[src/rtl/fir_pkg.sv]
// Shared definitions for the FIR coefficient loader: default sizes, coefficient types
// and the loader FSM state encoding.
package fir_pkg;

    localparam int DEF_NUM_TAPS    = 8;
    localparam int DEF_COEFF_WIDTH = 16;

    typedef logic [DEF_COEFF_WIDTH-1:0]              coeff_t;
    typedef logic [DEF_NUM_TAPS*DEF_COEFF_WIDTH-1:0] coeff_bus_t;

    typedef enum logic [1:0] {
        IDLE,
        LOAD,
        DRAIN,
        PENDING
    } loader_state_t;

    // Index width never drops to zero, so a single-tap filter still gets a real register.
    function automatic int idx_width(input int taps);
        return (taps > 1) ? $clog2(taps) : 1;
    endfunction

endpackage

[src/rtl/fir_coeff_loader_if.sv]
// Valid/ready coefficient stream carrying one coefficient word per beat plus an end-of-set marker.
interface fir_coeff_loader_if
    import fir_pkg::*;
#(
    parameter int COEFF_WIDTH = DEF_COEFF_WIDTH
);

    logic                   coeff_valid;
    logic                   coeff_ready;
    logic [COEFF_WIDTH-1:0] coeff_data;
    logic                   coeff_last;

    modport master (
        output coeff_valid,
        output coeff_data,
        output coeff_last,
        input  coeff_ready
    );

    modport slave (
        input  coeff_valid,
        input  coeff_data,
        input  coeff_last,
        output coeff_ready
    );

endinterface

[src/rtl/fir_coeff_shadow.sv]
// Shadow coefficient register file: one indexed write port, full-width parallel read.
module fir_coeff_shadow
    import fir_pkg::*;
#(
    parameter int NUM_TAPS    = DEF_NUM_TAPS,
    parameter int COEFF_WIDTH = DEF_COEFF_WIDTH,
    parameter int IDX_W       = idx_width(NUM_TAPS)
) (
    input  logic                            clk,
    input  logic                            rst,
    input  logic                            wr_en,
    input  logic [IDX_W-1:0]                wr_idx,
    input  logic [COEFF_WIDTH-1:0]          wr_data,
    output logic [NUM_TAPS*COEFF_WIDTH-1:0] rd_bus
);

    logic [COEFF_WIDTH-1:0] regs [NUM_TAPS];

    // Out-of-range indices are dropped for tap counts that are not a power of two.
    always_ff @(posedge clk or posedge rst) begin
        if (rst) begin
            for (int k = 0; k < NUM_TAPS; k++) begin
                regs[k] <= '0;
            end
        end else if (wr_en && (int'(wr_idx) < NUM_TAPS)) begin
            regs[wr_idx] <= wr_data;
        end
    end

    for (genvar k = 0; k < NUM_TAPS; k++) begin : g_read
        assign rd_bus[k*COEFF_WIDTH +: COEFF_WIDTH] = regs[k];
    end

endmodule

[src/rtl/fir_coeff_loader.sv]
// Collects a coefficient set from a valid/ready stream into a shadow register and
// transfers it to the active FIR coefficient bus atomically on a safe-to-swap strobe.
module fir_coeff_loader
    import fir_pkg::*;
#(
    parameter int NUM_TAPS    = DEF_NUM_TAPS,
    parameter int COEFF_WIDTH = DEF_COEFF_WIDTH
) (
    input  logic                            clk,
    input  logic                            rst,
    fir_coeff_loader_if.slave               coeff_stream,
    input  logic                            swap_en,
    output logic [NUM_TAPS*COEFF_WIDTH-1:0] coeffs,
    output logic                            coeffs_updated,
    output logic                            load_error,
    output logic                            busy
);

    localparam int               IDX_W    = idx_width(NUM_TAPS);
    localparam logic [IDX_W-1:0] LAST_IDX = IDX_W'(NUM_TAPS - 1);
    localparam logic [IDX_W-1:0] ONE_IDX  = IDX_W'(1);

    loader_state_t state, state_next;
    logic [IDX_W-1:0] idx, idx_next;
    logic ready_q;
    logic beat;
    logic wr_en;
    logic set_error;
    logic do_swap;
    logic [NUM_TAPS*COEFF_WIDTH-1:0] shadow_bus;

    // Ready comes from a flop so nothing upstream sees a path from coeff_valid.
    assign beat                     = coeff_stream.coeff_valid && ready_q;
    assign coeff_stream.coeff_ready = ready_q;
    assign busy                     = (state != IDLE);

    fir_coeff_shadow #(
        .NUM_TAPS    (NUM_TAPS),
        .COEFF_WIDTH (COEFF_WIDTH),
        .IDX_W       (IDX_W)
    ) u_shadow (
        .clk     (clk),
        .rst     (rst),
        .wr_en   (wr_en),
        .wr_idx  (idx),
        .wr_data (coeff_stream.coeff_data),
        .rd_bus  (shadow_bus)
    );

    always_comb begin
        state_next = state;
        idx_next   = idx;
        wr_en      = 1'b0;
        set_error  = 1'b0;
        do_swap    = 1'b0;
        case (state)
            IDLE: begin
                if (beat) begin
                    wr_en = 1'b1;
                    if (NUM_TAPS == 1) begin
                        idx_next = '0;
                        if (coeff_stream.coeff_last) begin
                            state_next = PENDING;
                        end else begin
                            set_error  = 1'b1;
                            state_next = DRAIN;
                        end
                    end else if (coeff_stream.coeff_last) begin
                        set_error = 1'b1;
                        idx_next  = '0;
                    end else begin
                        idx_next   = ONE_IDX;
                        state_next = LOAD;
                    end
                end
            end
            LOAD: begin
                if (beat) begin
                    if (idx == LAST_IDX) begin
                        idx_next = '0;
                        if (coeff_stream.coeff_last) begin
                            wr_en      = 1'b1;
                            state_next = PENDING;
                        end else begin
                            // Overlong set: this word would overflow the shadow, so drop it.
                            set_error  = 1'b1;
                            state_next = DRAIN;
                        end
                    end else begin
                        wr_en = 1'b1;
                        if (coeff_stream.coeff_last) begin
                            set_error  = 1'b1;
                            idx_next   = '0;
                            state_next = IDLE;
                        end else begin
                            idx_next = idx + ONE_IDX;
                        end
                    end
                end
            end
            DRAIN: begin
                if (beat && coeff_stream.coeff_last) begin
                    state_next = IDLE;
                end
            end
            PENDING: begin
                if (swap_en) begin
                    do_swap    = 1'b1;
                    state_next = IDLE;
                end
            end
            default: begin
                state_next = IDLE;
                idx_next   = '0;
            end
        endcase
    end

    always_ff @(posedge clk or posedge rst) begin
        if (rst) begin
            state          <= IDLE;
            idx            <= '0;
            ready_q        <= 1'b0;
            load_error     <= 1'b0;
            coeffs         <= '0;
            coeffs_updated <= 1'b0;
        end else begin
            state          <= state_next;
            idx            <= idx_next;
            ready_q        <= (state_next != PENDING);
            coeffs_updated <= do_swap;
            if (set_error) begin
                load_error <= 1'b1;
            end
            if (do_swap) begin
                coeffs <= shadow_bus;
            end
        end
    end

endmodule

[src/flat_wrapper.sv]
// flat-port wrapper written by rule: the top's interface ports become plain ports
module fir_coeff_loader_flat import fir_pkg::*;
#(
    parameter int NUM_TAPS    = DEF_NUM_TAPS,
    parameter int COEFF_WIDTH = DEF_COEFF_WIDTH
)
  (clk, rst, swap_en, coeffs, coeffs_updated, load_error, busy, coeff_stream_coeff_valid, coeff_stream_coeff_data, coeff_stream_coeff_last, coeff_stream_coeff_ready);
  fir_coeff_loader_if #(.COEFF_WIDTH(COEFF_WIDTH)) coeff_stream_i ();
  input  logic clk;
  input  logic rst;
  input  logic swap_en;
  output logic [NUM_TAPS*COEFF_WIDTH-1:0] coeffs;
  output logic coeffs_updated;
  output logic load_error;
  output logic busy;
  input wire logic [$bits(coeff_stream_i.coeff_valid)-1:0] coeff_stream_coeff_valid;
  input wire logic [$bits(coeff_stream_i.coeff_data)-1:0] coeff_stream_coeff_data;
  input wire logic [$bits(coeff_stream_i.coeff_last)-1:0] coeff_stream_coeff_last;
  output wire logic [$bits(coeff_stream_i.coeff_ready)-1:0] coeff_stream_coeff_ready;
  assign coeff_stream_i.coeff_valid = coeff_stream_coeff_valid;
  assign coeff_stream_i.coeff_data = coeff_stream_coeff_data;
  assign coeff_stream_i.coeff_last = coeff_stream_coeff_last;
  assign coeff_stream_coeff_ready = coeff_stream_i.coeff_ready;
  fir_coeff_loader #(.NUM_TAPS(NUM_TAPS), .COEFF_WIDTH(COEFF_WIDTH)) u_core (.clk(clk), .rst(rst), .coeff_stream(coeff_stream_i), .swap_en(swap_en), .coeffs(coeffs), .coeffs_updated(coeffs_updated), .load_error(load_error), .busy(busy));
endmodule
[config.mk]
export PLATFORM = sky130hd
export DESIGN_NAME = fir_coeff_loader_flat
export DESIGN_NICKNAME = d
export VERILOG_FILES = /design/src/rtl/fir_pkg.sv /design/src/rtl/fir_coeff_loader_if.sv /design/src/rtl/fir_coeff_shadow.sv /design/src/rtl/fir_coeff_loader.sv /design/src/flat_wrapper.sv
export SDC_FILE = /design/constraint.sdc
export NUM_CORES = 1
export LEC_CHECK = 0
export CORE_MARGIN = 2
export CORE_UTILIZATION = 45
export DETAILED_ROUTE_END_ITERATION = 10
export GPL_TIMING_DRIVEN = 0
export PLACE_DENSITY = 0.76
export SLEW_MARGIN = 20
export SYNTH_ARGS = -nofsm -noshare
export SYNTH_HDL_FRONTEND = slang
export SYNTH_HIERARCHICAL = 1
export SYNTH_SLANG_ARGS = --single-unit
[constraint.sdc]
create_clock -name clk -period 6 [get_ports clk]
set_input_delay 1.2 -clock clk [delete_from_list [all_inputs] [get_ports clk]]
set_output_delay 1.2 -clock clk [all_outputs]
set_load 0.005 [all_outputs]
==> results of run 1 <==
==> cell type report <==
cell class                 instances  area (um2)  share of cell area
inverter                           5       33.78            0.002485
clock buffer                      39       833.3             0.06130
multi-input combinational        293        3620              0.2663
timing repair buffer             154        1577              0.1160
tap                              319       399.1             0.02936
clock inverter                    12       141.4             0.01040
sequential                       264        6606              0.4860
buffer                            30       382.9             0.02817
==> layout by cell type (no fill, tap or decap), drive strengths merged, types with 2 or more instances in the layout <==
master / instances
buf: 32
ha: 3
nor4bb: 3
nand2: 2
clkbuf: 39
inv: 5
o21ai: 2
clkinv: 8
nand2b: 2
a22o: 2
nand4b: 3
mux2: 256
clkdlybuf4s50: 152
bufinv: 3
dfrtp: 264
==> how the worst max path moves through the flow <==
stage	depth (start not counted)	startpoint	slack, ps	endpoint
global placement	2	rst	-1140	u_core/coeffs[22]
detailed placement	8	coeff_stream_coeff_valid	2260	u_core/u_shadow/rd_bus[38]
finish	8	coeff_stream_coeff_valid	2790	u_core/u_shadow/rd_bus[40]
global route	8	coeff_stream_coeff_valid	2670	u_core/u_shadow/rd_bus[40]
CTS	8	coeff_stream_coeff_valid	2800	u_core/u_shadow/rd_bus[40]
floorplan	1	rst	1160	u_core/coeff_stream.coeff_ready
==> cell families (layout without fill, tap and decap cells) <==
| kind of cell | count (synthesis) | in the layout |
|---|---|---|
| mux | 256 | 256 |
| simple gates | 21 | 21 |
| xor+xnor | 2 | 2 |
| compound gates | 11 | 11 |
| fa+ha+maj | 3 | 3 |
| flops | 264 | 264 |
| buf+inv | 35 | 240 |
==> cell usage after synthesis <==
cell,instances
a21o_1,1
a221oi_1,1
a22o_1,2
a31oi_1,1
and2_1,1
and3_4,1
buf_12,11
buf_2,7
buf_4,3
buf_6,8
buf_8,1
dfrtp_1,264
ha_1,3
inv_1,5
mux2_2,146
mux2_4,110
nand2_1,2
nand2b_1,2
nand3_1,1
nand3b_1,1
nand4_2,1
nand4b_2,3
nor2_1,1
nor3_1,1
nor4_1,1
nor4b_4,1
nor4bb_1,3
o211ai_1,1
o21ai_0,2
o21bai_1,1
o22ai_1,1
o311ai_0,1
or2_2,1
or3_1,1
xnor2_1,1
xor2_1,1
==> worst max-delay path, cell delays in order <==
cell	delay, ps
clkdlybuf4s50_1	510
nand3b_1	250
a31oi_1	240
buf_4	190
nor4bb_1	350
buf_2	320
buf_6	200
mux2_2	350
==> power groups by stage <==
stage                     clock (mW)  combinational [mW]  sequential (mW)
final                           1.78                1.65             2.55
after global routing            1.90                1.77             2.61
after CTS                       1.83                1.67             2.55
after detailed placement           0                1.67             2.57
after global placement             0                1.62             2.57
after floorplan                    0               0.951             2.52
==> registers in the layout (all words and copies together) (netlist names) <==
name / cells
u_core/coeffs_updated: 1
u_core/coeff_stream.coeff_ready: 1
u_core/state: 2
u_core/idx: 3
u_core/load_error: 1
u_core/coeffs: 128
u_core/u_shadow/rd_bus: 128
==> per-layer routing <==
| layer | track usage | wire [um] | up-vias |
|---|---|---|---|
| li1 | - | - | 2483 |
| met1 | 0.2612 | 10280 | 2897 |
| met2 | 0.3010 | 10810 | 136 |
| met3 | 0.04134 | 1168 | 35 |
| met4 | 0.03853 | 401 | 0 |
| met5 | 0 | 0 | - |
==> out/metrics.cfg, run 1 <==
[floorplan]
ios=153
die_h_um=157.7
rows=56
coreArea_mm2=0.02333
fp.dieW_um=157.7
dieArea_mm2=0.02486
initial_utilization=0.4555

[power_and_ir_drop]
p_comb_frac=0.276
p_total_mw=5.973
pwr-share-clk=0.298
internal-power_mw=4.477
power.density_mw_per_mm2=439.4
vdd_ir_drop_max_uv=274.2
p_sw_mw=1.495
p_sw_frac=0.2504
cellLeakagePower_nw=6.400
seq_power_share=0.426

[yosys]
synth_top_family_by_area=multiplexers
avgSynthCellArea_um2=17.95
synth_top_area_share=0.6216
synth_xor_xnor_area_share=0.001648
synth_mux_area_frac=0.3101
synthSimpleGateAreaFrac=0.01778
ys_types=36
ys_warn_count=6
synthesis.nets=616
synthTopCellsByArea=dfrtp_1 (62%), mux2_4 (16%), mux2_2 (15%)
synth_cells=592
synth_fa_ha_area_frac=0.003532
synth_compound_area_frac=0.007535
ys_ff_latch=264
yosys.area.top_type=dfrtp_1
syn-cell-area_mm2=0.01063
seq_area_frac_synth=0.6216

[worst_hold_path]
hold_start=u_core/load_error
hold_class=flop to flop
min_delay_path_depth=1
min_to=u_core/load_error

[clocking]
cts_resized=0
cts_setup_buffers=0
cts_buffer_depth=3
numCtsBuffers=28
cts.clk_slew.worst_paths_ps=60
root_buffer=clkbuf_16
clkLatencyLatePin_ps=530
cts.sinks=264
htree_num_levels=1
hold_buffers=0
tritoncts=yes

[setup_path]
cp-start-kind=input pin
cp_max_fo=10
rr_worst_depth=8
cp.required_ps=6400
crit_arrival_ps=3610
rrSetupSlack_ps=3420
rr_endpoint=u_core/u_shadow/rd_bus[40]
worstSetupEndpointType=flop
criticalPathCategory=input pin to flop
r2r_start=u_core/idx[0]

[route]
vias=5551
antenna_left=0
wire_per_inst_um=20.30
drt_iter0_drc=145
drtPass1Iterations=4
totalWireLength_um=22660
vias_per_cell=4.974
drc=0

[timing]
tns_ps=0
fin_crit_ps=3211
tightest_slew_ps=700.1
hold_viol=0
rsz0062_at_grt=false
post-route-period-util=0.5352
max_slew_margin=0.5313
fmax_ghz=0.3114
skew_ps=15.62
whs_ps=492.3
report.final.slew_viol_count=0
setup_slack_ps=2789
finalSetupViolCount=0

[global_routing]
grt_max_degree=79
antenna_found_initial=0
grt_pass1_wl_um=35210
grt-ovfl-total=0
grtUsageTotal=0.1866
grt_pass1_vias=5880

[cells_and_area]
areaGrowthSynthToFinish_pct=27.90
fin_nets=800
num-fill-cells=1770
design_area_mm2=0.01359
post-route-util=0.5826
antenna_cells=0
stdcell_count=1116
layout-drive-gt1-share=0.4329

[placed_design]
place_congestion=0.8032
dp_slack_ps=2262
dp.cells=1065
postPlaceCellArea_mm2=0.01262
port_buffers=152
dp_hpwl_um=14950

[flow_run]
maxCapViolCount=0

[outcome]
status=complete, no violations

Note: power is estimated with default switching activity, not from simulation.
==> inputs of run 2 (changes only) <==
- clock period: 6 -> 3 ns (I/O delays scaled with it)
==> run 2 against run 1 <==
Compared with the run above:
- cell area increased by 0.87%
- die area is the same
- global-route usage increased by 0.45 points
==> out/metrics.cfg, run 2 (synthesized netlist as in run 1, its figures left out) <==
[outcome]
status=complete, no violations

[floorplan]
coreArea_mm2=0.02333  ; unchanged
rows=56  ; unchanged
initial_utilization=0.4555  ; unchanged
ios=153  ; unchanged
die_h_um=157.7  ; unchanged
dieArea_mm2=0.02486  ; unchanged
fp.dieW_um=157.7  ; unchanged

[cells_and_area]
final_cell_mix=dfrtp_1 (264), clkdlybuf4s50_1 (152), mux2_2 (146)
antenna_cells=0  ; unchanged
design_area_mm2=0.01371  ; +0.87%
fin_nets=806  ; +0.75%
post-route-util=0.5877  ; +0.005094
layout-drive-gt1-share=0.4332  ; about the same
stdcell_count=1120  ; +0.36%
mostFrequentLayoutCell=dfrtp_1
areaGrowthSynthToFinish_pct=29.02

[clocking]
cts_resized=0  ; unchanged
root_buffer=clkbuf_16
cts.sinks=264  ; unchanged
cts_setup_buffers=0  ; unchanged
hold_buffers=0  ; unchanged
cts.clk_slew.worst_paths_ps=60  ; about the same
htree_num_levels=1  ; unchanged
tritoncts=yes
cts_buffer_depth=3  ; unchanged
clkLatencyLatePin_ps=520  ; about the same
numCtsBuffers=27  ; -3.6%

[power_and_ir_drop]
vdd_ir_drop_max_uv=638.1  ; +130%
cellLeakagePower_nw=6.443  ; +0.68%
p_total_mw=11.96  ; +100%
power.density_mw_per_mm2=872.0  ; +98%

[global_routing]
grt_pass1_wl_um=35980  ; +2.2%
grt-ovfl-total=0  ; unchanged
grt_pass1_vias=5943  ; +1.1%
antenna_found_initial=0  ; unchanged
grt_max_degree=34  ; -57%
grtUsageTotal=0.1911  ; +0.004478

[setup_path]
criticalPathCategory=input pin to flop
cp.required_ps=3400  ; -3000 ps
cp_max_fo=10  ; unchanged
worstSetupEndpointType=flop
crit_arrival_ps=2950  ; -660 ps
cp-start-kind=input pin

[timing]
fmax_ghz=0.3914
fin_crit_ps=2555
finalSetupViolCount=0  ; unchanged
hold_viol=0  ; unchanged
tightest_slew_ps=645.5  ; -54.62 ps
rsz0062_at_grt=false
post-route-period-util=0.8517
report.final.slew_viol_count=0  ; unchanged
whs_ps=452.7  ; -39.60 ps
skew_ps=6.693  ; -8.930 ps
max_slew_margin=0.5678  ; +0.03657

[placed_design]
postPlaceCellArea_mm2=0.01276  ; +1.1%
dp_hpwl_um=15700  ; +5.0%
dp.cells=1072  ; +0.66%
place_congestion=0.7368  ; -8.3%
port_buffers=152  ; unchanged

[route]
drtPass1Iterations=4  ; unchanged
drc=0  ; unchanged
vias_per_cell=5.004  ; +0.59%
vias=5604  ; +0.95%
drt_iter0_drc=183  ; +26%
totalWireLength_um=23010  ; +1.5%
wire_per_inst_um=20.54  ; +1.2%
antenna_left=0  ; unchanged

[worst_hold_path]
hold_class=input pin to async pin

[flow_run]
maxCapViolCount=0  ; unchanged

==> run 2: changes by cell type in the layout (fill, tap and decap cells not counted), moves of 2 or more <==
| cell | delta |
|---|---|
| clkbuf_1 | +2 |
| inv_8 | -2 |
| buf_12 | +6 |
| clkinv_2 | -4 |
| clkbuf_16 | -2 |
| clkbuf_8 | +2 |
==> run 2: area by class of cell <==
class                      count  area, um2
timing repair buffer         161       1724
tap                          319      399.1
sequential                   264       6606
buffer                        30      382.9
clock inverter                 7      135.1
inverter                       5      26.28
multi-input combinational    293       3620
fill                        1791       9620
clock buffer                  41      818.3
==> run 2: path summary, 6_finish.rpt <==
check                                           start                    endpoint  slack, ps  cells past startpoint
min in group clk           u_core/u_shadow/rd_bus[52]           u_core/coeffs[52]        500                      1
max reg2reg                           u_core/state[1]   u_core/u_shadow/rd_bus[6]        500                      6
min reg2reg                u_core/u_shadow/rd_bus[52]           u_core/coeffs[52]        500                      1
max                          coeff_stream_coeff_valid   u_core/u_shadow/rd_bus[6]        450                      7
min                                               rst  u_core/u_shadow/rd_bus[85]        450                      2
max in group asynchronous                         rst          u_core/coeffs[126]       1690                      4
==> run 2: metal layers <==
| metal | global-route usage | wire length [um] |
|---|---|---|
| met5 | 0 | 0 |
| met4 | 0.03506 | 350 |
| met3 | 0.04188 | 1227 |
| met2 | 0.3153 | 11090 |
| met1 | 0.2635 | 10340 |
==> run 2: stage by stage <==
stage / TNS [ps] / setup slack, ps
after global routing: 0 / 302.4
after CTS: 0 / 465.4
final: 0 / 445.0
after floorplan: 0 / 706.9
after global placement: -180120 / -768.5
after detailed placement: -2136 / -87.54
==> run 2: report_power, final <==
group	internal, mW	total, mW	leakage, nW	switching (mW)
Combinational	2.26	3.34	2.47	1.08
Sequential	4.53	5.09	3.51	0.561
Clock	2.21	3.53	0.472	1.32
==> run 2: critical path, cell delays in order <==
cell and delay, ps:
clkdlybuf4s50_1 510, nand3b_1 270, a31oi_1 240, buf_4 190
nor4b_4 560, buf_8 250, mux2_4 310
==> inputs of run 3 (changes only) <==
- HOLD_SLACK_MARGIN: not set -> 0.1
- clock period: 3 -> 3.14 ns (I/O delays scaled with it)
==> results of run 3 <==
The final DEF is identical to that of run 2. Status: complete, no violations.
Main changes from that run: setup slack after placement -87.54 ps -> 24.46 ps; setup slack after layout 445.0 ps -> 557.0 ps; hold slack 452.7 ps -> 480.7 ps; register-to-register setup slack 500 ps -> 640 ps; total power 11.96 mW -> 11.42 mW; worst IR drop on VDD 638.1 uV -> 609.7 uV
